File: src/rtl/image_ram_reader.sv
// image_ram_reader: streams a burst of bytes out of a synchronous-read RAM.
// Reads are issued against a credit of two (one in flight plus a 2-entry
// output FIFO). The byte leaving the FIFO in the current cycle returns its
// credit immediately, so a continuously ready sink sees one byte per cycle.
module image_ram_reader #(
    parameter int ADDR_W = 10,
    parameter int DATA_W = 8
) (
    input  logic              clock,
    input  logic              reset,
    input  logic              start,
    input  logic [ADDR_W-1:0] start_addr,
    input  logic [ADDR_W:0]   len,
    output logic [ADDR_W-1:0] rdaddress,
    input  logic [DATA_W-1:0] q,
    output logic [DATA_W-1:0] out_data,
    output logic              out_valid,
    input  logic              out_ready,
    output logic              busy,
    output logic              done
);

    typedef enum logic [1:0] {IDLE, FETCH, DONE} state_t;

    localparam logic [ADDR_W:0]   LEN_ONE  = 1;
    localparam logic [ADDR_W-1:0] ADDR_ONE = 1;

    state_t                   state_q, state_d;
    logic [ADDR_W-1:0]        addr_q, addr_d;
    logic [ADDR_W:0]          iss_cnt_q, iss_cnt_d;
    logic [ADDR_W:0]          acc_cnt_q, acc_cnt_d;
    logic [ADDR_W-1:0]        last_addr_q;
    logic                     pend_q;
    logic [1:0][DATA_W-1:0]   mem_q;
    logic                     wr_ptr_q, rd_ptr_q;
    logic [1:0]               fifo_cnt_q;

    logic                     issue, pop;
    logic [2:0]               occ, lim;

    // Credit check: in-flight read plus buffered bytes, minus this cycle's pop.
    always_comb begin
        out_valid = (fifo_cnt_q != 2'd0);
        out_data  = mem_q[rd_ptr_q];
        pop       = out_valid && out_ready;
        occ       = {1'b0, fifo_cnt_q} + {2'b00, pend_q};
        lim       = 3'd2 + {2'b00, pop};
        issue     = (state_q == FETCH) && (iss_cnt_q != '0) && (occ < lim);
        rdaddress = issue ? addr_q : last_addr_q;
        busy      = (state_q != IDLE);
        done      = (state_q == DONE);
    end

    // Next-state and counter updates.
    always_comb begin
        state_d   = state_q;
        addr_d    = addr_q;
        iss_cnt_d = iss_cnt_q;
        acc_cnt_d = acc_cnt_q;
        case (state_q)
            IDLE: begin
                if (start) begin
                    addr_d    = start_addr;
                    iss_cnt_d = len;
                    acc_cnt_d = len;
                    state_d   = (len == '0) ? DONE : FETCH;
                end
            end
            FETCH: begin
                if (issue) begin
                    addr_d    = addr_q + ADDR_ONE;
                    iss_cnt_d = iss_cnt_q - LEN_ONE;
                end
                if (pop) begin
                    acc_cnt_d = acc_cnt_q - LEN_ONE;
                    if (acc_cnt_q == LEN_ONE) state_d = DONE;
                end
            end
            DONE:    state_d = IDLE;
            default: state_d = IDLE;
        endcase
    end

    // Control state, counters and the held read address.
    always_ff @(posedge clock or posedge reset) begin
        if (reset) begin
            state_q     <= IDLE;
            addr_q      <= '0;
            iss_cnt_q   <= '0;
            acc_cnt_q   <= '0;
            last_addr_q <= '0;
            pend_q      <= 1'b0;
        end else begin
            state_q   <= state_d;
            addr_q    <= addr_d;
            iss_cnt_q <= iss_cnt_d;
            acc_cnt_q <= acc_cnt_d;
            pend_q    <= issue;
            if (issue) last_addr_q <= addr_q;
        end
    end

    // Output FIFO: capture q one cycle after the RAM sampled an issued address.
    always_ff @(posedge clock or posedge reset) begin
        if (reset) begin
            mem_q      <= '0;
            wr_ptr_q   <= 1'b0;
            rd_ptr_q   <= 1'b0;
            fifo_cnt_q <= 2'd0;
        end else begin
            if (pend_q) begin
                mem_q[wr_ptr_q] <= q;
                wr_ptr_q        <= ~wr_ptr_q;
            end
            if (pop) rd_ptr_q <= ~rd_ptr_q;
            fifo_cnt_q <= fifo_cnt_q + {1'b0, pend_q} - {1'b0, pop};
        end
    end

endmodule

File: config.mk
export PLATFORM = sky130hd
export DESIGN_NAME = image_ram_reader
export DESIGN_NICKNAME = d
export VERILOG_FILES = /design/src/rtl/image_ram_reader.sv
export SDC_FILE = /design/constraint.sdc
export NUM_CORES = 1
export LEC_CHECK = 0
export ABC_AREA = 1
export BUFFER_PORTS_ARGS = -buffer_cell sky130_fd_sc_hd__buf_2
export CAP_MARGIN = 25
export CORE_MARGIN = 2
export CORE_UTILIZATION = 30
export DETAILED_ROUTE_END_ITERATION = 16
export GPL_ROUTABILITY_DRIVEN = 0
export GPL_TIMING_DRIVEN = 0
export HOLD_SLACK_MARGIN = 0.08
export PLACE_DENSITY_LB_ADDON = 0.3
export REMOVE_ABC_BUFFERS = 1
export SKIP_CTS_REPAIR_TIMING = 1
export SLEW_MARGIN = 20
export SYNTH_ARGS = -nofsm -noshare
export SYNTH_HDL_FRONTEND = slang
export SYNTH_SLANG_ARGS = --single-unit
File: constraint.sdc
create_clock -name clock -period 4.05 [get_ports clock]
set_input_delay 0.405 -clock clock [delete_from_list [all_inputs] [get_ports clock]]
set_output_delay 0.405 -clock clock [all_outputs]
set_load 0.005 [all_outputs]
==> results.sh <==
export IMPL_grt_overflow=0
export IMPL_core_sq_um=12000
export IMPL_slew_headroom_pct=50.2
export IMPL_synth_warnings=0
export IMPL_dp_hpwl_mm=6.24
export IMPL_synth_area_sq_um=3680
export IMPL_cp_data_required_time_ns=3.64
export IMPL_rr_endpoint="iss_cnt_q[10]"
export IMPL_whs_endpoint="mem_q[14]"
export IMPL_rsz0062_at_grt="false"
export IMPL_drtPass1Iterations=7
export IMPL_io_pins=54
export IMPL_pwr_share_comb_pct=47.4
export IMPL_mostFrequentLayoutCells="nand2_1, dfrtp_1, inv_1, buf_2, o21ai_0"
export IMPL_worstMarginPinSlew_ns=0.746
export IMPL_antenna_found_initial=0
export IMPL_avgSynthCellArea_sq_um=6.95
export IMPL_avgRoutedWirePerCell_um=12.0
export IMPL_ir_worst_vdd_v=0.000341
export IMPL_slew_viol_final=0
export IMPL_antenna_left=0
export IMPL_cts_root_buf="clkbuf_16"
export IMPL_ys_seq_area_share_pct=44.2
export IMPL_worstSetupPathType="flop to primary output"
export IMPL_ys_types=28
export IMPL_async_reset_ff_share_pct=100
export IMPL_power_frac_clock_pct=20.5
export IMPL_drc=0
export IMPL_fin_crit_sh_pct=87.7
export IMPL_timing_fmax_mhz=282
export IMPL_synth_edff_count=0
export IMPL_leakage_uw=0.00240
export IMPL_clk_path_buf_depth=2
export IMPL_r2r_cells=9
export IMPL_start_kind="flop"
export IMPL_wirelength_mm=8.78
export IMPL_clock_sinks=65
export IMPL_cts_buffers_inserted=9
export IMPL_crit_fanout=31
export IMPL_dp_slack_ns=0.117
export IMPL_final_common_cell="nand2_1"
export IMPL_drt_iter0_drc=255
export IMPL_vias=3355
export IMPL_grt_pass1_vias=3254
export IMPL_max_cap_violations=0
export IMPL_die_h_um=115
export IMPL_min_period_ns=3.55
export IMPL_grt_max_degree=51
export IMPL_clk_transition_reported_paths_ns=0.06
export IMPL_worstHoldStart="q[6]"
export IMPL_setup_viol=0
export IMPL_holdWs_ns=0.341
export IMPL_switching_power_uw=1690
export IMPL_crit_arrival_ns=3.15
export IMPL_clk_latency_ns=0.33
export IMPL_hold_violations=0
export IMPL_worstReg2RegStart="state_q[0]"
export IMPL_outcome="complete, no violations"
export IMPL_diodes=0
export IMPL_synth_main_ff_cell="dfrtp_1"
export IMPL_fillers=1283
export IMPL_p_seq_share_pct=32.1
export IMPL_reg2reg_slack_ns=0.54
export IMPL_rows=40
export IMPL_areaGrowthSynthToFinish_pct=19.5
export IMPL_worst_slack_ns=0.499
export IMPL_power_density_nw_per_um2=857
export IMPL_netSwitchingFraction_pct=44.8
export IMPL_fp_dieW_um=115
export IMPL_grt_usage_pct=14.3
export IMPL_whs_path_depth=3
export IMPL_final_util_pct=36.7
export IMPL_tritoncts="done"
export IMPL_final_layout_size_suffix_gt1_share_pct=14.2
export IMPL_end_kind="primary output"
export IMPL_die_area_sq_um=13200
export IMPL_holdCritPathClass="input pin to flop"
export IMPL_synth_seq_cells=65
export IMPL_postSynthCellCount=529
export IMPL_final_net_count=619
export IMPL_cts_max_level=3
export IMPL_grt_pass1_wl_mm=15.0
export IMPL_finalClockSkew_ns=0.00747
export IMPL_tns_ns=0
export IMPL_initial_core_util_pct=30.7
export IMPL_portBuffers=53
export IMPL_p_int_uw=2080
export IMPL_via_per_inst=4.60
layout make-up:
| cell class | count | area [sq um] | area share [%] |
|---|---|---|---|
| Multi-Input combinational cell | 385 | 1750 | 39.8 |
| Clock inverter | 5 | 55.1 | 1.25 |
| Tap cell | 147 | 184 | 4.19 |
| Clock buffer | 11 | 243 | 5.52 |
| Inverter | 62 | 235 | 5.35 |
| Timing Repair Buffer | 55 | 303 | 6.89 |
| Sequential cell | 65 | 1630 | 37.0 |
cells by family (layout without fill, tap and decap cells):
logic type	Yosys count	in the layout	synth area share, %
AO/OA/AOI/OAI	65	65	9.46
XOR/XNOR	4	4	0.953
adder cells (fa/ha/maj)	8	8	2.72
buffers and inverters	79	133	8.47
flip-flops	65	65	44.2
AND/OR/NAND/NOR	308	308	34.1
worst max path at each step:
stage / from / endpoint / slack, ns / cells past startpoint
floorplan: state_q[0] / addr_q[8] / 1.33 / 9
global placement: state_q[0] / iss_cnt_q[10] / 0.07 / 9
detailed placement: state_q[0] / iss_cnt_q[10] / 0.12 / 9
CTS: state_q[0] / iss_cnt_q[10] / 0.07 / 9
global route: state_q[0] / addr_q[5] / 0.17 / 9
finish: state_q[0] / rdaddress[9] / 0.50 / 7
power by group through the flow:
stage	clock network [uW]	registers (uW)	logic (uW)
detailed placement	0	1220	1790
global route	822	1250	2090
global placement	0	1200	1750
finish	771	1210	1780
floorplan	0	1150	1280
CTS	791	1210	1800
flip-flops by register name, summed over array words and instances, names as in the netlist:
name,count
addr_q,10
fifo_cnt_q,2
acc_cnt_q,11
state_q,2
last_addr_q,10
pend_q,1
wr_ptr_q,1
rd_ptr_q,1
mem_q,16
iss_cnt_q,11
critical path, cell delays in order (launching register included):
cell and delay (ns):
dfrtp_1 0.47, inv_2 0.10, nor2_4 0.57, inv_2 0.44
nor2_1 0.23, nand3_2 0.39, o21ai_0 0.42, buf_2 0.18
per-stage QoR:
stage                     instance area (sq um)  total power (uW)  std cells
after floorplan                            3600              2440        512
final                                      4390              3770        730
after detailed placement                   4080              3000        713
after global placement                     4050              2950        712
after CTS                                  4370              3800        729
after global routing                       4390              4170        730
metal layers:
layer	global-route usage (%)	share of wire, %
met5	0	0
met4	4.10	1.4
met3	3.07	3.3
met2	24.0	48
met1	18.5	47
synth_stat cells, drive strengths merged, types with 2 or more instances:
library cell	number	area, sq um
nand2	213	805
dfrtp	65	1630
inv	61	229
o21ai	54	274
nand3	43	215
nor2	43	179
clkbuf	11	41.3
ha	8	100
a21oi	7	46.3
buf	6	37.5
nand4	5	31.3
a31oi	2	12.5
or2	2	12.5
xnor2	2	17.5
xor2	2	17.5
(Power assumes the default switching activity.)
